<file path="config.mk">
export PLATFORM = sky130hd
export DESIGN_NAME = pc_fetch_unit_flat
export DESIGN_NICKNAME = d
export VERILOG_FILES = /design/src/rtl/pc_fetch_unit_pkg.sv /design/src/rtl/pc_fetch_unit_if.sv /design/src/rtl/pc_fetch_unit_pc_reg.sv /design/src/rtl/pc_fetch_unit.sv /design/src/flat_wrapper.sv
export SDC_FILE = /design/constraint.sdc
export NUM_CORES = 1
export LEC_CHECK = 0
export ABC_CLOCK_PERIOD_IN_PS = 3000
export CORE_MARGIN = 8
export CORE_UTILIZATION = 30
export DETAILED_ROUTE_END_ITERATION = 7
export SKIP_LAST_GASP = 1
export SYNTH_ARGS = -nofsm -noshare
export SYNTH_HDL_FRONTEND = slang
export SYNTH_HIERARCHICAL = 1
export SYNTH_SLANG_ARGS = --single-unit
</file>
<file path="constraint.sdc">
create_clock -name clk -period 3 [get_ports clk]
set_clock_uncertainty 0.1 [all_clocks]
set_input_delay 0.6 -clock clk [delete_from_list [all_inputs] [get_ports clk]]
set_output_delay 0.6 -clock clk [all_outputs]
set_load 0.01 [all_outputs]
</file>
<file path="src/rtl/pc_fetch_unit_pkg.sv">
// Shared definitions for the instruction-fetch PC path: fetch FSM encoding
// and the default reset PC / bubble instruction.
package pc_fetch_unit_pkg;

    localparam logic [31:0] DEF_RESET_PC = 32'h0000_0000;
    localparam logic [31:0] DEF_INST_NOP = 32'h0000_0013;
    localparam logic [31:0] PC_STEP      = 32'd4;

    typedef enum logic [1:0] {
        ST_IDLE = 2'd0,
        ST_REQ  = 2'd1,
        ST_HOLD = 2'd2
    } fetch_state_e;

endpackage

</file>
<file path="src/rtl/pc_fetch_unit_if.sv">
// Fetch-side bus bundle: instruction-memory req/ack channel plus the
// IF/ID hand-off (inst_valid/inst/inst_pc with decode back-pressure).
interface pc_fetch_unit_if;

    logic        imem_req;
    logic [31:0] imem_addr;
    logic        imem_ack;
    logic [31:0] imem_rdata;
    logic        stall;
    logic        inst_valid;
    logic [31:0] inst;
    logic [31:0] inst_pc;

    // Fetch unit side
    modport master (
        output imem_req,
        output imem_addr,
        input  imem_ack,
        input  imem_rdata,
        input  stall,
        output inst_valid,
        output inst,
        output inst_pc
    );

    // Memory / decode side
    modport slave (
        input  imem_req,
        input  imem_addr,
        output imem_ack,
        output imem_rdata,
        output stall,
        input  inst_valid,
        input  inst,
        input  inst_pc
    );

endinterface

</file>
<file path="src/rtl/pc_fetch_unit_pc_reg.sv">
// Architectural PC register with +4 incrementer and a load mux.
// pc_nxt exposes the value the PC takes at the next edge so the
// fetch address register can follow it without a cycle of lag.
module pc_reg
    import pc_fetch_unit_pkg::*;
#(
    parameter logic [31:0] RESET_PC = DEF_RESET_PC
) (
    input  logic        clk,
    input  logic        rst_n,
    input  logic        load_en,
    input  logic [31:0] load_val,
    output logic [31:0] pc,
    output logic [31:0] pc4,
    output logic [31:0] pc_nxt
);

    // Wraps modulo 2^32, so 0xFFFF_FFFC increments to 0.
    assign pc4    = pc + PC_STEP;
    assign pc_nxt = load_en ? load_val : pc;

    // PC flop, loaded only when the fetch FSM asks for it
    always_ff @(posedge clk or negedge rst_n) begin
        if (!rst_n) begin
            pc <= RESET_PC;
        end else begin
            pc <= pc_nxt;
        end
    end

endmodule

</file>
<file path="src/rtl/pc_fetch_unit.sv">
// Instruction-fetch end of the PC path. Holds the PC, issues one req/ack
// fetch at a time and presents the fetched word to the IF/ID stage.
// A redirect that arrives while a request is outstanding cannot cancel the
// memory transaction, so kill_q marks its response for discard.
module pc_fetch_unit
    import pc_fetch_unit_pkg::*;
#(
    parameter logic [31:0] RESET_PC = DEF_RESET_PC,
    parameter logic [31:0] INST_NOP = DEF_INST_NOP
) (
    input  logic               clk,
    input  logic               rst_n,
    input  logic [31:0]        next_pc,
    input  logic               redirect,
    output logic [31:0]        pc4,
    pc_fetch_unit_if.master    bus
);

    fetch_state_e state_q, state_d;
    logic         kill_q, kill_d;
    logic         valid_q, valid_d;
    logic [31:0]  inst_q, inst_d;
    logic [31:0]  inst_pc_q, inst_pc_d;
    logic [31:0]  addr_q;
    logic         addr_hold;
    logic         pc_ld;
    logic [31:0]  pc_ld_val;
    logic [31:0]  pc;
    logic [31:0]  pc_nxt;

    pc_reg #(
        .RESET_PC (RESET_PC)
    ) u_pc_reg (
        .clk      (clk),
        .rst_n    (rst_n),
        .load_en  (pc_ld),
        .load_val (pc_ld_val),
        .pc       (pc),
        .pc4      (pc4),
        .pc_nxt   (pc_nxt)
    );

    // Fetch FSM next-state, PC load control and IF/ID register updates
    always_comb begin
        state_d   = state_q;
        kill_d    = kill_q;
        valid_d   = valid_q;
        inst_d    = inst_q;
        inst_pc_d = inst_pc_q;
        pc_ld     = 1'b0;
        pc_ld_val = next_pc;
        addr_hold = 1'b0;

        unique case (state_q)
            ST_IDLE: begin
                // Any ack seen here belongs to a pre-reset request and is ignored.
                state_d = ST_REQ;
                pc_ld   = redirect;
            end
            ST_REQ: begin
                if (bus.imem_ack) begin
                    if (kill_q || redirect) begin
                        // Stale response: drop it and re-issue from the (new) PC.
                        kill_d = 1'b0;
                        pc_ld  = redirect;
                    end else begin
                        inst_d    = bus.imem_rdata;
                        inst_pc_d = pc;
                        valid_d   = 1'b1;
                        pc_ld     = 1'b1;
                        pc_ld_val = pc4;
                        state_d   = ST_HOLD;
                    end
                end else begin
                    // Address must stay put until memory answers.
                    addr_hold = 1'b1;
                    if (redirect) begin
                        pc_ld  = 1'b1;
                        kill_d = 1'b1;
                    end
                end
            end
            ST_HOLD: begin
                if (redirect) begin
                    valid_d = 1'b0;
                    inst_d  = INST_NOP;
                    pc_ld   = 1'b1;
                    state_d = ST_REQ;
                end else if (!bus.stall) begin
                    valid_d = 1'b0;
                    inst_d  = INST_NOP;
                    state_d = ST_REQ;
                end
            end
            default: begin
                state_d = ST_IDLE;
            end
        endcase
    end

    // FSM state and pending-discard flag
    always_ff @(posedge clk or negedge rst_n) begin
        if (!rst_n) begin
            state_q <= ST_IDLE;
            kill_q  <= 1'b0;
        end else begin
            state_q <= state_d;
            kill_q  <= kill_d;
        end
    end

    // Fetch address tracks the upcoming PC except while a request waits for ack
    always_ff @(posedge clk or negedge rst_n) begin
        if (!rst_n) begin
            addr_q <= RESET_PC;
        end else if (!addr_hold) begin
            addr_q <= pc_nxt;
        end
    end

    // IF/ID output register
    always_ff @(posedge clk or negedge rst_n) begin
        if (!rst_n) begin
            valid_q   <= 1'b0;
            inst_q    <= INST_NOP;
            inst_pc_q <= 32'h0000_0000;
        end else begin
            valid_q   <= valid_d;
            inst_q    <= inst_d;
            inst_pc_q <= inst_pc_d;
        end
    end

    assign bus.imem_req   = (state_q == ST_REQ);
    assign bus.imem_addr  = addr_q;
    assign bus.inst_valid = valid_q;
    assign bus.inst       = inst_q;
    assign bus.inst_pc    = inst_pc_q;

endmodule
</file>
<file path="src/flat_wrapper.sv">
// flat-port wrapper written by rule: the top's interface ports become plain ports
module pc_fetch_unit_flat import pc_fetch_unit_pkg::*;
#(
    parameter logic [31:0] RESET_PC = DEF_RESET_PC,
    parameter logic [31:0] INST_NOP = DEF_INST_NOP
)
  (clk, rst_n, next_pc, redirect, pc4, bus_imem_req, bus_imem_addr, bus_imem_ack, bus_imem_rdata, bus_stall, bus_inst_valid, bus_inst, bus_inst_pc);
  pc_fetch_unit_if bus_i ();
  input  logic clk;
  input  logic rst_n;
  input  logic [31:0] next_pc;
  input  logic redirect;
  output logic [31:0] pc4;
  output wire logic [$bits(bus_i.imem_req)-1:0] bus_imem_req;
  output wire logic [$bits(bus_i.imem_addr)-1:0] bus_imem_addr;
  input wire logic [$bits(bus_i.imem_ack)-1:0] bus_imem_ack;
  input wire logic [$bits(bus_i.imem_rdata)-1:0] bus_imem_rdata;
  input wire logic [$bits(bus_i.stall)-1:0] bus_stall;
  output wire logic [$bits(bus_i.inst_valid)-1:0] bus_inst_valid;
  output wire logic [$bits(bus_i.inst)-1:0] bus_inst;
  output wire logic [$bits(bus_i.inst_pc)-1:0] bus_inst_pc;
  assign bus_imem_req = bus_i.imem_req;
  assign bus_imem_addr = bus_i.imem_addr;
  assign bus_i.imem_ack = bus_imem_ack;
  assign bus_i.imem_rdata = bus_imem_rdata;
  assign bus_i.stall = bus_stall;
  assign bus_inst_valid = bus_i.inst_valid;
  assign bus_inst = bus_i.inst;
  assign bus_inst_pc = bus_i.inst_pc;
  pc_fetch_unit #(.RESET_PC(RESET_PC), .INST_NOP(INST_NOP)) u_core (.clk(clk), .rst_n(rst_n), .next_pc(next_pc), .redirect(redirect), .pc4(pc4), .bus(bus_i));
endmodule
</file>
==> Word-level counts from Yosys, hierarchy flattened <==
Index checks and enable logic that the tools add are counted.
{ "classes": {"n_addsub": 1, "eq_ne": 6, "mux": 28, "n_bitwise": 1, "reduce_logical": 8} }
{ "ops": {"columns": ["operator", "count"], "rows": [
  ["two-way mux 32 bit", 8],
  ["case mux 32 bit (2 select lines)", 1],
  ["adder 32 x 3 -> 32 bit (second input constant)", 1],
  ["two-way mux 1 bit", 12],
  ["AND reduction 3 bit", 3],
  ["two-way mux 2 bit", 4],
  ["case mux 2 bit (3 select lines)", 1],
  ["!= test 2 x 1 -> 1 bit (second input constant)", 2],
  ["AND reduction 4 bit", 1],
  ["nonzero test 2 bit", 2],
  ["!= test 3 bit (second input constant)", 1],
  ["case mux 1 bit (3 select lines)", 1],
  ["== test 2 x 1 -> 1 bit (second input constant)", 1],
  ["== test 2 bit (second input constant)", 1],
  ["logical NOT 2 bit", 1],
  ["!= test 2 bit (second input constant)", 1],
  ["case mux 1 bit (2 select lines)", 1],
  ["logical OR 1 bit", 1],
  ["inverter 1 bit", 1]
]} }
{ "totals": {"ff_bits": 132, "input_bits": 69, "out_inout_bits": 130, "wordCells": 51} }

==> Depth between registers and ports, before layout <==
Gate-level depths: netlist of the first run.
{ "depth": {"word_depth": 5, "ltp_mapped": 9, "ltp_nobuf": 8} }

==> Cells and area by module <==
The synthesis of the first run kept the hierarchy.
{ "by_module_without_submodules": {"columns": ["module", "instances", "cells_per_inst", "area_each_um2", "seq_area_each_um2"], "rows": [
  ["pc_fetch_unit", 1, 305, 4474.3, 2506.2],
  ["pc_reg", 1, 149, 1751.7, 800.8]
]} }

==> Least setup slack after synthesis of the first run <==
No wires, ideal clock.
{ "synth_timing": {"path_type": "register to register", "start": "register u_core.u_pc_reg.pc[2]", "end": "register u_core.addr_q[14] (netlist: u_core/bus.imem_addr[14])", "setup_time_ps": 127, "t_arrival_ps": 2215, "required_ps": 2773, "path_slack_ps": 557, "stages_incl_launch_ff": 9, "n_path_buf": 0, "synth_period_minus_slack_ps": 2443, "cell_sequence": "dfrtp_1 -> ha_1 -> nand3_1 -> or3_1 -> nor3_2 -> xor2_1 -> mux2_4 -> mux2_2 -> mux2_1"} }
{ "synth_between": {"elab_chain_cells": 5} }
{ "synth_rtl": {"columns": ["item", "line", "text"], "rows": [
  ["start: declaration", "pc_fetch_unit_pc_reg.sv:13", "output logic [31:0] pc,"],
  ["start signal: assignment", "pc_fetch_unit_pc_reg.sv:27", "pc <= pc_nxt;"],
  ["adder 32 x 3 -> 32 bit", "pc_fetch_unit_pc_reg.sv:19", "assign pc4 = pc + PC_STEP;"],
  ["net pc4[14]", "flat_wrapper.sv:13", "output logic [31:0] pc4;"],
  ["two-way mux 32 bit", "pc_fetch_unit.sv:62", "if (kill_q || redirect) begin"],
  ["two-way mux 32 bit", "pc_fetch_unit.sv:61", "if (bus.imem_ack) begin"],
  ["two-way mux 32 bit", "pc_fetch_unit.sv:54", "unique case (state_q)"],
  ["net u_core.pc_ld_val[14]", "pc_fetch_unit.sv:27", "logic [31:0] pc_ld_val;"],
  ["two-way mux 32 bit", "pc_fetch_unit_pc_reg.sv:20", "assign pc_nxt = load_en ? load_val : pc;"],
  ["net u_core.pc_nxt[14]", "pc_fetch_unit.sv:29", "logic [31:0] pc_nxt;"],
  ["end signal: assignment", "pc_fetch_unit.sv:117", "addr_q <= pc_nxt;"],
  ["end: declaration", "pc_fetch_unit.sv:24", "logic [31:0] addr_q;"]
]} }
The timed path passes the listed nets, and every way through them passes these cells.
A chain may end at the register's enable or synchronous reset.

==> Worst setup path in the final report of the first run <==
{ "layout_timing": {"start": "register u_core.u_pc_reg.pc[2]", "end": "output pc4[30]"} }
{ "layout_between": {"elab_chain_cells": 1} }
{ "layout_rtl": {"columns": ["item", "line"], "rows": [
  ["adder 32 x 3 -> 32 bit", "pc_fetch_unit_pc_reg.sv:19"],
  ["end: declaration", "flat_wrapper.sv:13"]
]} }
No other way between the ends.

==> summary.md, run 1 <==
| Metric | Value |
|---|---|
| DR vias/cell | `4.66` |
| Peak VDD IR | `~530 µV` |
| GRT Total Usage | `14.4%` |
| First DRT Iteration DRCs | `211` |
| Final Hold Fails | `0` |
| Cells after Synth | `454` |
| Slew Viols, Final | `0` |
| Total CTS buffers | `17` |
| DP HPWL | `13,100 µm` |
| Core area | `around 20,000 µm²` |
| Routed len/inst | `~19 µm` |
| Detail Route Antenna Nets | `0` |
| Worst hold path type | `primary input to asynchronous set/reset pin` |
| Die Wd | `roughly 160 µm` |
| Ports | `about 200` |
| Most common cell after layout, fill and taps aside | `clkdlybuf4s50_1` |
| Kind of critical path | `flip-flop to output port` |
| CP Capture Type | `output port` |
| Leak | `3.99 nW` |
| CP required | `2300 ps` |
| Final period utilization | `a little over nine tenths` |
| CP Max Fanout | `4` |
| Dpl cells | `915` |
| Final wirelength | `~18,000 µm` |
| Area grow syn2layout | `51.0%` |
| Leading cell types in the layout, fill and taps excluded | `clkdlybuf4s50_1, dfrtp_1, mux2_1` |
| DRC Markers | `0` |
| Largest net degree at the start of global routing | `67` |
| Worst R2R End | `u_core/bus.imem_addr[28]` |
| Post-layout min period | `2950 ps` |
| PwrDens | `1020 nW/µm²` |
| Final nets | `739` |
| Initial antenna violation count | `0` |
| Critical Path AT | `2250 ps` |
| I/O Buffers | `198` |
| TritonRoute pass-1 iters | `4` |
| Achievable Freq | `339 MHz` |
| Layout Cells excl Fill | `about 950` |
| Util after Layout | `a little under half` |
| Reg2reg start | `u_core/u_pc_reg/pc[2]` |
| Post-synth ARST share | `100%` |
| Post-synth EDFFs | `0` |
| R2r worst-path depth | `10` |
| CTS root buf | `clkbuf_16` |
| Clock sinks | `132` |
| Total negative slack | `0 ps` |
| Die height | `160 µm` |
| Remaining Overflow, GRT | `0` |
| Ys flop type | `dfrtp_1` |
| FF+latch count, synth | `about 130` |
| Setup crit start | `u_core/u_pc_reg/pc[2]` |
| Pin slew with the least headroom to its limit | `1130 ps` |
| Slew margin rel. | `24.5%` |
| Startpoint Class | `flip-flop` |
| DP Worst Slack | `67.9 ps` |
| Mapped Area | `6230 µm²` |
| Global-route wire length before repair | `29,300 µm` |
| Synth area leader | `dfrtp_1` |
| Post-Synthesis Mean Instance Area | `13.7 µm²` |
| Final Worst Setup Slack | `~47 ps` |
| TritonCTS clock tree | `done` |
| Ys Warns | `6` |
| Vias | `4,439` |
| RePlAce Congestion | `between 0.7 and 0.8` |
| Register-to-register setup slack | `approximately 210 ps` |
| DIE AREA | `25,600 µm²` |
| RSZ-0062 raised after global routing | `true` |
| Placed Area | `8610 µm²` |
| Finished Cell Area | `~9400 µm²` |
| Yosys top cell area share | `slightly above 50%` |
| Post-synth net total | `524` |
| Seq/Total Area, Yosys | `53.1%` |
| Vias in the first global route | `5,094` |
| Top cells by area, synth | `dfrtp_1, mux2_1, mux2_4` |
| Clock transition at path regs | `70 ps` |
| Distinct cells, synth | `43` |
| Setup violators final | `0` |
| Maximum capacitance violations | `0` |
| Initial Util | `30.7%` |
| Longest Clk Path Bufs | `2` |
| Share of cells above drive strength 1 | `23.5%` |
| ANT cells | `0` |
| Row cnt | `52` |
| H-tree levels | `4` |
| Fillers | `between 1,500 and 2,000` |
| Status | `complete, no violations` |
| Skew-Pair Late Insertion Delay | `around 420 ps` |
## critical path: stages, from the launching register on
cell and delay [ps]:
dfrtp_2 400, ha_2 200, nand3_2 130, nor4_4 350
nand4_1 190, xnor2_2 270, dlygate4sd2_1 300
## kinds of logic (layout without fill, tap and decap cells)
family | after synthesis | in the layout | synth area share, %
multiplexers | 125 | 125 | 24.2
AND/OR/NAND/NOR | 85 | 85 | 9.47
buffers and inverters | 40 | 268 | 3.60
adder cells (fa/ha/maj) | 1 | 1 | 0.201
XOR/XNOR | 28 | 28 | 3.94
AO/OA/AOI/OAI | 43 | 43 | 5.45
flip-flops | 132 | 132 | 53.1
## layout make-up
type | count | area, µm² | share of cell area (%)
flip-flops and latches | 132 | 3310 | 35.3
multi-input cells | 282 | 2850 | 30.3
repair buffers | 227 | 2220 | 23.7
clock buffers | 17 | 425 | 4.53
well taps | 270 | 338 | 3.59
clock inverters | 15 | 220 | 2.34
inverters | 9 | 33.8 | 0.359
## what timing repair did
item / 4_1_cts / 5_1_grt
endpoints found under the setup margin: 23 / 13
buffers inserted: 2 / 3
hold buffers: 0 / 0
pin swaps: 1 / 4
gates resized for setup: 37 / 28
## per-stage QoR
| stage | hold slack [ps] | power (mW) |
|---|---|---|
| 2_1_floorplan | 204 | 4.93 |
| 3_3_place_gp | 368 | 7.31 |
| 3_5_place_dp | 374 | 7.39 |
| 4_1_cts | 80.5 | 9.75 |
| 5_1_grt | 101 | 10.2 |
| 6_report | 69.8 | 9.61 |
## per-layer routing
layer / GRT usage, % / vias up / wire (µm) / share of wire (%)
li1: - / 2072 / - / -
met4: 4.63 / 0 / 249 / 1.4
met3: 6.40 / 16 / 1500 / 8.3
met1: 16.4 / 2213 / 7560 / 42
met2: 24.0 / 138 / 8800 / 49
met5: 0 / - / 0 / 0
## worst max-delay path by stage
stage                               endpoint  slack (ps)  cells past startpoint
floorplan           u_core/bus.imem_addr[14]         560                      8
global placement                     pc4[14]         120                      6
detailed placement                   pc4[14]          70                      6
CTS                                  pc4[26]        -260                      7
global route                         pc4[31]         -30                      6
finish                               pc4[30]          50                      6
## cells in the mapped netlist, drive strengths merged (2+ instances only)
| master | count |
|---|---|
| and3 | 3 |
| xor2 | 6 |
| inv | 9 |
| mux2 | 125 |
| nand3 | 14 |
| nand2 | 9 |
| a31o | 29 |
| nor3b | 29 |
| xnor2 | 22 |
| nor2b | 2 |
| a21oi | 4 |
| nor3 | 5 |
| o21ai | 3 |
| buf | 20 |
| dfrtp | 129 |
| nand4 | 10 |
| nor2 | 5 |
| nor4 | 3 |
| clkbuf | 11 |
| dfstp | 3 |
| a31oi | 3 |
## report_power, final
part           total, mW  leakage (nW)  switching (mW)  internal (mW)
clock network       2.28         0.312           0.866           1.42
logic               4.08          2.11            1.70           2.39
registers           3.25          1.57           0.618           2.63
Power figures use the tool's default switching activity.
==> run 2, diff against run 1 <==
--- a/config.mk
+++ b/config.mk
@@ -7,8 +7,10 @@
 export LEC_CHECK = 0
 export ABC_CLOCK_PERIOD_IN_PS = 3000
 export CORE_MARGIN = 8
-export CORE_UTILIZATION = 30
+export CORE_UTILIZATION = 40
+export CTS_CLUSTER_DIAMETER = 30
 export DETAILED_ROUTE_END_ITERATION = 7
+export PLACE_DENSITY = 0.71
 export SKIP_LAST_GASP = 1
 export SYNTH_ARGS = -nofsm -noshare
 export SYNTH_HDL_FRONTEND = slang
==> run 2 against run 1 <==
  * Cell count is 8.4% lower
  * Sequential power hardly changed
  * First-iteration DRC count is 0.47% lower
  * Hold slack better by 71 ps
  * Register-to-register slack better by 140 ps
  * Maximum frequency is 1.8% higher
  * Global-route usage is 3.4 points higher
  * Setup slack better by 51 ps
  * Highest routed layer is now met5
  * Count of clock-buffer cells in the layout is 5 higher
  * Routed wire length is 3.5% lower
  * Utilization is 14 points higher
==> summary.md, run 2 (synthesized netlist as in run 1, its figures left out) <==
| Metric | Value |
|---|---|
| Final Worst Setup Slack | `98.2 ps (+51.1 ps)` |
| CP Capture Type | `output port` |
| Total CTS buffers | `17 (unchanged)` |
| Int Power | `6.24 mW (-3.1%)` |
| Hold slack | `141 ps (+71.0 ps)` |
| TritonCTS clock tree | `done` |
| Startpoint Class | `flip-flop` |
| Longest Clk Path Bufs | `2 (unchanged)` |
| First DRT Iteration DRCs | `210 (-0.47%)` |
| DIE AREA | `19,800 µm² (-23%)` |
| Core area | `15,200 µm² (-25%)` |
| Die height | `141 µm (-12%)` |
| Clock transition at path regs | `50 ps (-20 ps)` |
| Switching power share of the total | `32.9% (-0.22 points)` |
| Share of cells above drive strength 1 | `23.2% (-0.21 points)` |
| Initial antenna violation count | `1 (+1)` |
| Register-to-register setup slack | `350 ps (+140 ps)` |
| Pin slew with the least headroom to its limit | `1130 ps (-2.41 ps)` |
| Total Power | `9.29 mW (-3.4%)` |
| DR vias/cell | `5.22 (+12%)` |
| Skew-Pair Late Insertion Delay | `420 ps (about the same)` |
| H-tree levels | `4 (unchanged)` |
| Peak VDD IR | `427 µV (-19%)` |
| Critical Path AT | `2200 ps (-50 ps)` |
| TritonRoute pass-1 iters | `4 (unchanged)` |
| Total negative slack | `0 ps (unchanged)` |
| Comb pwr share | `43.5% (+1.0 points)` |
| Sequential Power Share | `35.3% (+1.5 points)` |
| Leak | `3.91 nW (-2.0%)` |
| Sw power | `3.05 mW (-4.0%)` |
| Footprint of the multi-input gates | `2840 µm² (-0.22%)` |
| GRT Total Usage | `17.9% (+3.4 points)` |
| Global-route wire length before repair | `27,700 µm (-5.6%)` |
| R2r worst-path depth | `10 (unchanged)` |
| Area grow syn2layout | `47.6%` |
| Kind of critical path | `flip-flop to output port` |
| Achievable Freq | `345 MHz (+1.8%)` |
| Final nets | `741 (+0.27%)` |
| I/O Buffers | `198 (unchanged)` |
| Fillers | `1,200 (-36%)` |
| Status | `complete, no violations` |
| Setup violators final | `0 (unchanged)` |
| DP HPWL | `12,500 µm (-4.8%)` |
| DRC Markers | `0 (unchanged)` |
| Vias in the first global route | `4,912 (-3.6%)` |
| Largest net degree at the start of global routing | `83 (+24%)` |
| Final period utilization | `96.7% (-1.7 points)` |
| Worst hold path type | `primary input to asynchronous set/reset pin` |
| Die Wd | `141 µm (-12%)` |
| CP required | `2300 ps (about the same)` |
| Detail Route Antenna Nets | `0 (unchanged)` |
| Clk network pwr share | `21.3% (-2.4 points)` |
| Most common cell after layout, fill and taps aside | `clkdlybuf4s50_1` |
| Util after Layout | `60.5% (+14 points)` |
| RePlAce Congestion | `0.780 (+5.3%)` |
| Worst R2R End | `u_core/bus.imem_addr[30]` |
| Post-layout min period | `2900 ps (-51.1 ps)` |
| Maximum capacitance violations | `0 (unchanged)` |
| Leading cell types in the layout, fill and taps excluded | `clkdlybuf4s50_1, dfrtp_1, mux2_1` |
| Slew Viols, Final | `0 (unchanged)` |
| Final Hold Fails | `0 (unchanged)` |
| Routed len/inst | `20.0 µm (+5.3%)` |
| PwrDens | `1010 nW/µm² (-1.2%)` |
| Reg2reg start | `u_core/u_pc_reg/pc[3]` |
| CP Max Fanout | `5 (+1)` |
| CTS root buf | `clkbuf_16` |
| Clock sinks | `132 (unchanged)` |
| Row cnt | `45 (-13%)` |
| Final wirelength | `17,500 µm (-3.5%)` |
| Register Area | `3320 µm² (+0.19%)` |
| Vias | `4,553 (+2.6%)` |
| Remaining Overflow, GRT | `0 (unchanged)` |
| DP Worst Slack | `77.1 ps (+9.18 ps)` |
| ANT cells | `0 (unchanged)` |
| Slew margin rel. | `24.6% (+0.16 points)` |
| Initial Util | `41.0% (+10 points)` |
| Ports | `199 (unchanged)` |
## run 2: metrics by stage
stage	instance area (µm²)	std cells
after detailed placement	8450	831
after CTS	9080	863
after floorplan	6230	454
after global placement	8450	831
final	9190	872
after global routing	9190	872
## run 2: worst max-delay path, cell delays in order, from the launching register on
cell and delay (ps):
dfrtp_2 420, ha_2 230, and3_1 210, nand3_1 110, xnor2_1 240, clkdlybuf4s50_1 590
## run 2: layout make-up
cell class | instances | share of cell area (%)
sequential | 132 | 36.1
multi-input combinational | 282 | 30.9
timing repair buffer | 229 | 23.9
clock buffer | 22 | 4.94
tap | 188 | 2.56
clock inverter | 10 | 1.17
inverter | 9 | 0.368
## run 2: power groups by stage
| stage | combinational, mW | sequential, mW | clock [mW] |
|---|---|---|---|
| 2_1_floorplan | 1.46 | 3.47 | 0 |
| 3_3_place_gp | 3.98 | 3.22 | 0 |
| 3_5_place_dp | 4.04 | 3.27 | 0 |
| 4_1_cts | 4.02 | 3.29 | 2.02 |
| 5_1_grt | 4.31 | 3.40 | 2.10 |
| 6_report | 4.04 | 3.28 | 1.98 |
## run 2: repair_timing
item,CTS,global route
setup buffers,0,9
hold buffers,0,0
gates resized for setup,37,19
pin swaps,0,7
endpoints found under the setup margin,21,14
## run 2: metal layers
layer	vias to the layer above	global-route usage, %	routed length [µm]
met1	2288	21.4	7280
met4	2	6.84	349
li1	2079	-	-
met2	158	28.4	8400
met5	-	0	8
met3	26	6.92	1440
## run 2: worst max-delay path by stage
stage	startpoint	endpoint	cells after the start
after floorplan	u_core/u_pc_reg/pc[2]	u_core/bus.imem_addr[14]	8
after global placement	u_core/u_pc_reg/pc[3]	pc4[14]	6
after CTS	u_core/u_pc_reg/pc[17]	pc4[31]	5
after detailed placement	u_core/u_pc_reg/pc[2]	pc4[14]	6
final	u_core/u_pc_reg/pc[3]	pc4[8]	5
after global routing	u_core/u_pc_reg/pc[11]	pc4[25]	6
